===== config.mk =====
export PLATFORM = sky130hd
export DESIGN_NAME = uart_frame_arbiter
export DESIGN_NICKNAME = d
export VERILOG_FILES = /design/src/rtl/uart_frame_arbiter.sv
export SDC_FILE = /design/constraint.sdc
export NUM_CORES = 1
export LEC_CHECK = 0
export BUFFER_PORTS_ARGS = -buffer_cell sky130_fd_sc_hd__buf_2
export CAP_MARGIN = 20
export CORE_AREA = 2 2 148 150
export DETAILED_ROUTE_END_ITERATION = 12
export DIE_AREA = 0 0 150 152
export GPL_ROUTABILITY_DRIVEN = 0
export PLACE_DENSITY = 0.59
export SETUP_SLACK_MARGIN = 0.4
export SLEW_MARGIN = 30
export SYNTH_ARGS = -nofsm -noshare
export SYNTH_HDL_FRONTEND = slang
export SYNTH_SLANG_ARGS = --single-unit

===== constraint.sdc =====
create_clock -name sys_clk -period 2.5 [get_ports sys_clk]
set_input_delay 0.375 -clock sys_clk [delete_from_list [all_inputs] [get_ports sys_clk]]
set_output_delay 0.375 -clock sys_clk [all_outputs]
set_load 0.01 [all_outputs]

===== src/rtl/uart_frame_arbiter.sv =====
`default_nettype none
// ============================================================================
// Module   : uart_frame_arbiter
// Function : round-robin sharing of one byte uart_tx among 4 report sources;
//            each frame is "&&" payload "&&". Option: UART_ARB_SRC_TAG_EN
//            inserts an ASCII source tag after the header.
// Revision : 1.0
// ============================================================================
module uart_frame_arbiter #(
    parameter int NUM_SRC   = 4,
    parameter int MAX_BYTES = 8,
    parameter int LEN_W     = 4
) (
    input  logic                           sys_clk,
    input  logic                           sys_rst_n,
    input  logic [NUM_SRC-1:0]             src_req,
    input  logic [NUM_SRC*8*MAX_BYTES-1:0] src_payload,
    input  logic [NUM_SRC*LEN_W-1:0]       src_length,
    output logic [NUM_SRC-1:0]             src_ack,
    output logic [NUM_SRC-1:0]             src_done,
    output logic                           busy,
    output logic [7:0]                     byte_tx_data,
    output logic                           byte_tx_req,
    input  logic                           byte_tx_done
);

    localparam int               PL_W      = 8 * MAX_BYTES;
    localparam logic [LEN_W-1:0] c_MAX_LEN = LEN_W'(MAX_BYTES);
    localparam logic [7:0]       c_AMP     = 8'h26;
    localparam logic [7:0]       c_TAG_BASE = 8'h30;

    localparam logic [2:0] c_IDLE = 3'd0;
    localparam logic [2:0] c_HDR1 = 3'd1;
    localparam logic [2:0] c_HDR2 = 3'd2;
    localparam logic [2:0] c_DATA = 3'd3;
    localparam logic [2:0] c_TRL1 = 3'd4;
    localparam logic [2:0] c_TRL2 = 3'd5;
    localparam logic [2:0] c_FIN  = 3'd6;
`ifdef UART_ARB_SRC_TAG_EN
    localparam logic [2:0] c_TAG  = 3'd7;
`endif

    logic [2:0]       state_q,   state_d;
    logic [1:0]       rr_ptr_q,  rr_ptr_d;
    logic [1:0]       id_q,      id_d;
    logic [LEN_W-1:0] len_q,     len_d;
    logic [LEN_W-1:0] cnt_q,     cnt_d;
    logic [PL_W-1:0]  payload_q, payload_d;
    logic [7:0]       tx_data_q, tx_data_d;
    logic             tx_req_q,  tx_req_d;
    logic [NUM_SRC-1:0] ack_q,   ack_d;
    logic [NUM_SRC-1:0] done_q,  done_d;

    logic             w_win_vld;
    logic [1:0]       w_win_id;
    logic [PL_W-1:0]  w_win_payload;
    logic [LEN_W-1:0] w_win_len;
    logic [LEN_W-1:0] w_cnt_inc;
    logic [2:0]       w_body_state;
    logic [7:0]       w_body_data;

    function automatic logic [7:0] pick_byte(input logic [PL_W-1:0] pl,
                                             input logic [LEN_W-1:0] idx);
        logic [7:0] b;
        b = 8'h00;
        for (int i = 0; i < MAX_BYTES; i++) begin
            if (LEN_W'(i) == idx) begin
                b = pl[i*8 +: 8];
            end
        end
        return b;
    endfunction

    // Search starts one past the last winner, wrapping modulo 4.
    always_comb begin
        w_win_vld = 1'b0;
        w_win_id  = rr_ptr_q;
        for (int off = 1; off <= NUM_SRC; off++) begin
            if (!w_win_vld && src_req[rr_ptr_q + 2'(off)]) begin
                w_win_vld = 1'b1;
                w_win_id  = rr_ptr_q + 2'(off);
            end
        end
    end

    always_comb begin
        w_win_payload = '0;
        w_win_len     = '0;
        for (int s = 0; s < NUM_SRC; s++) begin
            if (2'(s) == w_win_id) begin
                w_win_payload = src_payload[s*PL_W +: PL_W];
                w_win_len     = src_length[s*LEN_W +: LEN_W];
            end
        end
    end

    assign w_cnt_inc    = cnt_q + LEN_W'(1);
    assign w_body_state = (len_q != '0) ? c_DATA : c_TRL1;
    assign w_body_data  = (len_q != '0) ? payload_q[7:0] : c_AMP;

    always_comb begin
        state_d   = state_q;
        rr_ptr_d  = rr_ptr_q;
        id_d      = id_q;
        len_d     = len_q;
        cnt_d     = cnt_q;
        payload_d = payload_q;
        tx_data_d = tx_data_q;
        tx_req_d  = 1'b0;
        ack_d     = '0;
        done_d    = '0;

        case (state_q)
            c_IDLE: begin
                if (w_win_vld) begin
                    id_d          = w_win_id;
                    rr_ptr_d      = w_win_id;
                    payload_d     = w_win_payload;
                    len_d         = (w_win_len > c_MAX_LEN) ? c_MAX_LEN : w_win_len;
                    cnt_d         = '0;
                    ack_d[w_win_id] = 1'b1;
                    tx_req_d      = 1'b1;
                    tx_data_d     = c_AMP;
                    state_d       = c_HDR1;
                end
            end
            c_HDR1: begin
                if (byte_tx_done) begin
                    tx_req_d  = 1'b1;
                    tx_data_d = c_AMP;
                    state_d   = c_HDR2;
                end
            end
            c_HDR2: begin
                if (byte_tx_done) begin
                    tx_req_d  = 1'b1;
`ifdef UART_ARB_SRC_TAG_EN
                    tx_data_d = c_TAG_BASE + {6'b0, id_q};
                    state_d   = c_TAG;
`else
                    tx_data_d = w_body_data;
                    state_d   = w_body_state;
`endif
                end
            end
`ifdef UART_ARB_SRC_TAG_EN
            c_TAG: begin
                if (byte_tx_done) begin
                    tx_req_d  = 1'b1;
                    tx_data_d = w_body_data;
                    state_d   = w_body_state;
                end
            end
`endif
            c_DATA: begin
                if (byte_tx_done) begin
                    tx_req_d = 1'b1;
                    if (w_cnt_inc == len_q) begin
                        tx_data_d = c_AMP;
                        state_d   = c_TRL1;
                    end else begin
                        cnt_d     = w_cnt_inc;
                        tx_data_d = pick_byte(payload_q, w_cnt_inc);
                    end
                end
            end
            c_TRL1: begin
                if (byte_tx_done) begin
                    tx_req_d  = 1'b1;
                    tx_data_d = c_AMP;
                    state_d   = c_TRL2;
                end
            end
            c_TRL2: begin
                if (byte_tx_done) begin
                    done_d[id_q] = 1'b1;
                    state_d      = c_FIN;
                end
            end
            c_FIN: begin
                state_d = c_IDLE;
            end
            default: begin
                state_d = c_IDLE;
            end
        endcase
    end

    always_ff @(posedge sys_clk or negedge sys_rst_n) begin
        if (!sys_rst_n) begin
            state_q   <= c_IDLE;
            rr_ptr_q  <= 2'd3;
            id_q      <= 2'd0;
            len_q     <= '0;
            cnt_q     <= '0;
            payload_q <= '0;
            tx_data_q <= 8'h00;
            tx_req_q  <= 1'b0;
            ack_q     <= '0;
            done_q    <= '0;
        end else begin
            state_q   <= state_d;
            rr_ptr_q  <= rr_ptr_d;
            id_q      <= id_d;
            len_q     <= len_d;
            cnt_q     <= cnt_d;
            payload_q <= payload_d;
            tx_data_q <= tx_data_d;
            tx_req_q  <= tx_req_d;
            ack_q     <= ack_d;
            done_q    <= done_d;
        end
    end

    assign src_ack      = ack_q;
    assign src_done     = done_q;
    assign busy         = (state_q != c_IDLE);
    assign byte_tx_data = tx_data_q;
    assign byte_tx_req  = tx_req_q;

endmodule
`default_nettype wire


==> results of run 1 <==
==> power by group <==
group / switching [mW] / internal [mW] / leakage, nW
combinational: 3.01 / 2.67 / 2.92
clock: 0.587 / 0.661 / 0.132
sequential: 0.630 / 2.28 / 1.18
total: 4.23 / 5.62 / 4.23
==> flip-flops by register name, indices dropped and copies added (netlist names) <==
name          flops
byte_tx_data      8
id_q              2
state_q           3
cnt_q             4
len_q             4
payload_q        64
byte_tx_req       1
src_done          4
rr_ptr_q          2
src_ack           4
==> final timing paths <==
check | start | end | slack, ns | cells after the start
setup / recovery | cnt_q[1] | cnt_q[1] | 0.45 | 6
hold / removal | sys_rst_n | len_q[3] | 0.05 | 1
setup reg to reg | cnt_q[1] | cnt_q[1] | 0.45 | 6
hold reg to reg | id_q[1] | src_done[1] | 0.48 | 1
max in group asynchronous | sys_rst_n | payload_q[46] | 1.76 | 2
min in group sys_clk | src_length[10] | len_q[2] | 0.31 | 3
==> stage by stage <==
step | hold WS (ns) | cell area [um^2] | instances | total power [mW] | setup WS, ns
detailed placement | 0.443 | 8020 | 1156 | 8.01 | 0.179
CTS | 0.0596 | 8350 | 1174 | 9.40 | 0.403
finish | 0.0546 | 8590 | 1184 | 9.84 | 0.453
global route | 0.100 | 8590 | 1184 | 10.6 | 0.360
global placement | 0.458 | 8020 | 1156 | 7.97 | 0.216
floorplan | 0.0794 | 6290 | 621 | 6.51 | 0.408
==> layer usage <==
metal  global-route usage, %  up-vias  part of all wire [%]  wire length (um)
met3                    2.73       17                   3.5               780
met4                    5.80        0                   1.5               336
met1                    22.8     2942                    43              9580
met2                    31.5      174                    52             11500
li1                        -     2948                     -                 -
met5                       0        -                     0                 0
==> what timing repair did <==
item / 4_1_cts / 5_1_grt
pin swaps: 0 / 3
buffers inserted: 3 / 4
resized for setup: 12 / 19
gates cloned: 0 / 5
setup endpoints to repair: 28 / 76
==> layout by cell type (no fill, tap or decap), types with 7 or more instances in the layout <==
cell type and n:
buf_4 14, buf_2 295, mux2i_2 7, o221ai_1 64, nand2_1 75, mux2i_1 126, a21oi_1 9, o22ai_1 16
clkbuf_16 13, a221oi_1 11, a211oi_1 9, dfrtp_1 90, a31oi_1 7, nor2_1 26, inv_1 9, nand3b_1 7
==> cells in the mapped netlist (all sizes together), types with 2 or more instances <==
cell type and n:
nand2 76, inv 9, or2 2, dfrtp 94, nand2b 4, o32ai 3
a211oi 14, nor4 4, nor3b 2, clkbuf 17, a21bo 2, and3 5
nor2b 6, a31oi 7, and2 2, o31ai 5, o21ai 7, o21a 5
xor2 2, nor2 26, o32a 5, o21bai 2, nand3 5, o22ai 17
dfstp 2, mux2i 134, ha 5, o221ai 64, nand3b 7, buf 38
a221oi 13, xnor2 4, a22o 2, a22oi 5, a41oi 2, nor3 3
a21oi 9
==> cell type report <==
cell class | instances | area share [%]
Multi-Input combinational cell | 460 | 42.7
Tap cell | 280 | 4.08
Timing Repair Buffer | 322 | 21.7
Inverter | 10 | 0.451
Clock buffer | 10 | 2.66
Antenna cell | 1 | 0.0291
Clock inverter | 5 | 0.291
Sequential cell | 96 | 28.0
==> logic make-up (layout without fill, tap and decap cells) <==
group,after synthesis,count (layout)
AOI/OAI and AO/OA,169,169
and+or+nand+nor,146,146
muxes,134,134
DFF,96,96
buffers and inverters,65,347
xor gates and xnor gates,6,6
adders and majority gates,5,5
other,0,1
==> critical path: cells and delay by family (launching register included) <==
| kind | cells | cell delay (ns) |
|---|---|---|
| fa+ha+maj | 1 | 0.31 |
| xor+xnor | 1 | 0.18 |
| compound gates | 2 | 0.67 |
| flops | 1 | 0.43 |
| buf+inv | 1 | 0.08 |
| simple gates | 1 | 0.26 |
==> metrics.md, run 1 <==
| Metric | Value |
|---|---|
| Main synth FF type | `dfrtp_1` |
| Fill count | `2208` |
| DIE HEIGHT | `152 um` |
| GRT Util Overall | `18.1%` |
| Net count after synthesis | `905` |
| Pwr Density | `1150 nW/um^2` |
| H-tree depth | `3` |
| Overflow after GRT | `0` |
| Clock Tree Buf Depth | `2` |
| Synth Area in Simple Gates | `11.1%` |
| Largest net degree at the start of global routing | `77` |
| YS warnings | `0` |
| Die W | `150 um` |
| Final Slew Violations | `0` |
| Reg clk slew, reported paths | `0.06 ns` |
| Starting density of the core | `29.5%` |
| Post-synthesis compound-gate area fraction | `22.1%` |
| CTS tree | `yes` |
| Setup violators final | `0` |
| Crit start category | `flop` |
| Post-synth top area share | `37.4%` |
| I/O Pins | `297` |
| Syn Area/Cell | `10.1 um^2` |
| Placeable Area | `21400 um^2` |
| Synthesized area | `6290 um^2` |
| Number of global-route vias before repair | `5953` |
| Die ar. | `22800 um^2` |
| Status | `finished, final reports clean` |
| Initial antenna violation count | `1` |
| First-pass GRT wire length | `31.9 mm` |
| CTS buffer count | `9` |
| Worst skew pair latency | `0.35 ns` |
| Fmax | `489 MHz` |
| Hold Crit Class | `in -> async` |
| Number of synthesized flops with an enable pin | `0` |
| Root Buffer Master | `clkbuf_16` |
| Dpl hpwl | `16.6 mm` |
| Worst-Margin Slew | `0.668 ns` |
| Post-synthesis xor/xnor area fraction | `0.954%` |
| Cells after Synth | `621` |
| #FFs+latches synth | `96` |
| RSZ-0062 raised after global routing | `true` |
| Clock sinks | `96` |
| Critical path fanouts, max | `7` |
| DRC | `0` |
| Core Rows | `54` |
| WL final | `22.2 mm` |
| Layout area overhead | `36.6%` |
| Post-CTS Hold Fix Bufs | `0` |
| Mux cell area share after synthesis | `21.3%` |
| Multi-input gate area | `3670 um^2` |
| Nets | `1183` |
| Synth Area in Adders | `0.994%` |
| Cell Chain, Critical Path | `inv_1, ha_1, xor2_1, o41a_1, and3_4, a22o_1` |
| Distinct cells, synth | `63` |
| Static Leak | `4.23 nW` |
| Final Cycle Share | `81.9%` |
| Drt wl/cell | `18.7 um` |
| Largest family of logic cells by synthesized area | `compound AO/OA/AOI/OAI gates` |
| CP max stage cell | `o41a_1` |
| Synth async-reset ratio | `100%` |
| Total number of vias | `6081` |
| Antenna violation net count after detailed routing | `0` |
| Iter 0 DRT Violations | `356` |
| Final min period | `2.05 ns` |
| Drt first pass iters | `4` |
| Kind of critical path | `reg -> reg` |
| Max VDD drop | `0.000495 V` |
| Register area | `2410 um^2` |
| # Max-Cap Violations | `0` |
| Fin. Hold Viols | `0` |
| Sequential fraction of the synthesis area | `38.2%` |
| WP data required | `2.74 ns` |
| Vias per cell | `5.14` |
| Fraction of layout instances using a drive strength above 1 | `42.4%` |
| Ranking of synthesized cells by area | `dfrtp_1 (37%), mux2i_1 (21%), o221ai_1 (8.9%), nand2_1 (4.5%), buf_2 (1.9%)` |
| Port Buffer Count | `296` |
| Final setup TNS | `0 ns` |
| Crit. End Element | `flop` |
| Final core utilization | `40.3%` |
| Crit path DAT | `2.28 ns` |
| Slew headroom | `55.5%` |
| Yosys top cell by area | `dfrtp_1` |
| Post-Route Skew | `0.00474 ns` |
| Max incr delay on CP | `0.45 ns` |
Note: power is estimated with default switching activity, not from simulation.
==> run 2, diff against run 1 <==
--- a/config.mk
+++ b/config.mk
@@ -5,13 +5,14 @@
 export SDC_FILE = /design/constraint.sdc
 export NUM_CORES = 1
 export LEC_CHECK = 0
+export ABC_AREA = 1
 export BUFFER_PORTS_ARGS = -buffer_cell sky130_fd_sc_hd__buf_2
 export CAP_MARGIN = 20
-export CORE_AREA = 2 2 148 150
+export CORE_AREA = 2 2 157 159
 export DETAILED_ROUTE_END_ITERATION = 12
-export DIE_AREA = 0 0 150 152
+export DIE_AREA = 0 0 159 161
 export GPL_ROUTABILITY_DRIVEN = 0
-export PLACE_DENSITY = 0.59
+export PLACE_DENSITY = 0.58
 export SETUP_SLACK_MARGIN = 0.4
 export SLEW_MARGIN = 30
 export SYNTH_ARGS = -nofsm -noshare
==> constraint.sdc (replaced) <==
create_clock -name sys_clk -period 2.1 [get_ports sys_clk]
set_input_delay 0.315 -clock sys_clk [delete_from_list [all_inputs] [get_ports sys_clk]]
set_output_delay 0.315 -clock sys_clk [all_outputs]
set_load 0.01 [all_outputs]
==> metrics.md, run 2 <==
| Metric | Value |
|---|---|
| Status | `finished with violations` |
| Failing checks | `setup timing` |
| RR Startpoint | `rr_ptr_q[0]` |
| Antenna violation net count after detailed routing | `0 (unchanged)` |
| Starting density of the core | `29.6% (+0.17 points)` |
| Vias per cell | `4.84 (-5.7%)` |
| Worst setup margin | `-0.400 ns (-0.853 ns)` |
| Hold Crit Class | `in -> reg` |
| Leading cell types by count after synthesis | `nand2_1 (398), nand3_1 (189), nor2_1 (185), dfrtp_1 (94), nand4_1 (67)` |
| Fraction of layout instances using a drive strength above 1 | `39.4% (-3.0 points)` |
| Non-Filler Instances | `1821 (+54%)` |
| Reg2reg path depth | `17 (+11)` |
| Cells after Synth | `1145 (+84%)` |
| Post-Route Skew | `0.00680 ns (+0.00206 ns)` |
| Worst-Margin Slew | `0.603 ns (-0.0645 ns)` |
| H-tree depth | `3 (unchanged)` |
| Total number of vias | `8818 (+45%)` |
| Final Cycle Share | `119% (+37 points)` |
| GRT Util Overall | `20.9% (+2.8 points)` |
| Iter 0 DRT Violations | `559 (+57%)` |
| Number of synthesized flops with an enable pin | `0 (unchanged)` |
| Layout area overhead | `57.6%` |
| Clock Tree Buf Depth | `2 (unchanged)` |
| Critical path fanouts, max | `5 (-2)` |
| Yosys top cell by area | `dfrtp_1` |
| Net count after synthesis | `1429 (+58%)` |
| Die W | `159 um (+6.0%)` |
| Hold EP | `payload_q[61]` |
| First-pass GRT wire length | `42.9 mm (+34%)` |
| Number of global-route vias before repair | `8452 (+42%)` |
| YS warnings | `0 (unchanged)` |
| Kind of critical path | `reg -> reg` |
| Dpl hpwl | `19.1 mm (+16%)` |
| Final Slew Violations | `0 (unchanged)` |
| Final min period | `2.50 ns (+0.453 ns)` |
| CTS tree | `yes` |
| Commonest non-fill, non-tap cell in the layout | `nand2_1` |
| Distinct cells, synth | `33 (-48%)` |
| Slew headroom | `59.4% (+3.9 points)` |
| Nets | `1775 (+50%)` |
| Synth async-reset ratio | `100% (unchanged)` |
| WL final | `29.2 mm (+32%)` |
| Top-count cell post-synth | `nand2_1` |
| Reg2reg end | `payload_q[41]` |
| Drt wl/cell | `16.0 um (-14%)` |
| WHS Path Cells | `5` |
| Crit start category | `flop` |
| Crit. End Element | `flop` |
| Placeable Area | `24000 um^2 (+12%)` |
| Placed Area | `9360 um^2 (+17%)` |
| Top reg by flops | `payload_q` |
| Min-Delay Startpoint | `src_payload[189]` |
| Synthesized area | `7100 um^2 (+13%)` |
| Reg clk slew, reported paths | `0.07 ns (about the same)` |
| Largest register FFs | `64 (unchanged)` |
| CTS buffer count | `9 (unchanged)` |
| Syn Area/Cell | `6.20 um^2 (-39%)` |
| Worst skew pair latency | `0.36 ns (about the same)` |
| I/O Pins | `297 (unchanged)` |
| Sequential fraction of the synthesis area | `33.9% (-4.4 points)` |
| Port Buffer Count | `296 (unchanged)` |
| Reg2Reg Setup Slack | `-0.40 ns (-0.85 ns)` |
| Initial antenna violation count | `1 (unchanged)` |
| Core Rows | `57 (+5.6%)` |
| Drt first pass iters | `5 (+1)` |
| Fin. Hold Viols | `0 (unchanged)` |
| RSZ-0062 raised after global routing | `true` |
| #FFs+latches synth | `96 (unchanged)` |
| Post-synth top area share | `33.1% (-4.3 points)` |
| Die ar. | `25600 um^2 (+12%)` |
| Main synth FF type | `dfrtp_1` |
| Commonest non-fill, non-tap cells in the layout | `nand2_1 (346), buf_2 (295), nand3_1 (168)` |
| DRC | `0 (unchanged)` |
| Final hold slack | `0.259 ns (+0.204 ns)` |
| Design Area, Final | `11200 um^2 (+30%)` |
| Root Buffer Master | `clkbuf_16` |
| Fmax | `400 MHz (-18%)` |
| Placed cells | `1753 (+52%)` |
| Clock sinks | `96 (unchanged)` |
| WP data required | `2.40 ns (-0.34 ns)` |
| Largest net degree at the start of global routing | `39 (-49%)` |
| DIE HEIGHT | `161 um (+5.9%)` |
| Setup violators final | `92 (+92)` |
| Crit path DAT | `2.80 ns (+0.52 ns)` |
| Overflow after GRT | `0 (unchanged)` |
| Ranking of synthesized cells by area | `dfrtp_1 (33%), nand2_1 (21%), nand3_1 (13%), nor2_1 (9.8%), nand4_1 (5.9%)` |
| # Max-Cap Violations | `0 (unchanged)` |
==> run 2: area by class of cell <==
class	instances	area, um^2
Antenna cell	1	2.50
Sequential cell	96	2400
Clock inverter	6	83.8
Tap cell	324	405
Multi-Input combinational cell	911	4660
Clock buffer	10	229
Fill cell	2519	12800
Inverter	61	268
Timing Repair Buffer	412	3140
==> run 2: logic make-up (layout without fill, tap and decap cells) <==
| group | count (synthesis) | after routing | share of synthesized area [%] |
|---|---|---|---|
| AND/OR/NAND/NOR | 867 | 867 | 52.8 |
| buffers and inverters | 138 | 489 | 9.32 |
| flip-flops | 96 | 96 | 33.9 |
| AO/OA/AOI/OAI | 34 | 34 | 2.55 |
| adder cells (fa/ha/maj) | 5 | 5 | 0.881 |
| XOR/XNOR | 5 | 5 | 0.617 |
| other | 0 | 1 | 0 |
==> run 2: stage by stage <==
stage               setup WS (ns)  utilization [%]  TNS [ns]
floorplan                 -0.0410                -     -1.89
global placement           -0.196             39.1    -10.76
detailed placement         -0.329             39.1    -19.49
global route               -0.484             46.7    -34.99
finish                     -0.400             46.7    -26.29
CTS                        -0.303             44.0    -17.71
==> run 2: metal layers <==
layer	global-route usage, %	routed length, um	up-vias
met3	2.88	1290	35
met4	5.87	467	0
li1	-	-	4419
met5	0	0	-
met1	26.4	12700	4096
met2	37.2	14700	268
==> run 2: how the worst max path moves through the flow <==
stage                 from             to  slack (ns)  cells past startpoint
2_1_floorplan  rr_ptr_q[0]  payload_q[59]       -0.04                     18
3_3_place_gp   rr_ptr_q[0]  payload_q[57]       -0.20                     17
3_5_place_dp   rr_ptr_q[0]  payload_q[57]       -0.33                     17
4_1_cts        rr_ptr_q[0]  payload_q[21]       -0.30                     19
5_1_grt        rr_ptr_q[0]  payload_q[16]       -0.48                     17
6_report       rr_ptr_q[0]  payload_q[41]       -0.40                     17
==> run 2: what timing repair did <==
action | CTS | global route
endpoints found under the hold margin | 33 | 0
hold buffers | 1 | 0
setup endpoints to repair | 93 | 93
cloned | 10 | 10
resized for setup | 122 | 98
pin swaps | 39 | 41
buffers inserted | 18 | 12
==> run 2: critical path, cell delays in order, from the launching register on <==
cell,delay (ns)
dfstp_2,0.61
buf_12,0.14
xnor2_4,0.10
nand2_2,0.11
nand2_4,0.07
nor2_4,0.19
nand2_4,0.09
nand2_4,0.09
nand2_4,0.08
buf_12,0.13
nor2_4,0.13
buf_6,0.12
buf_12,0.14
clkbuf_16,0.18
nand2_2,0.04
nand4_1,0.08
nand2_1,0.06
nand2_1,0.05
Power of run 2 is not shown: default switching activity piles up to over one toggle a cycle in this logic, so the estimate is an artifact.
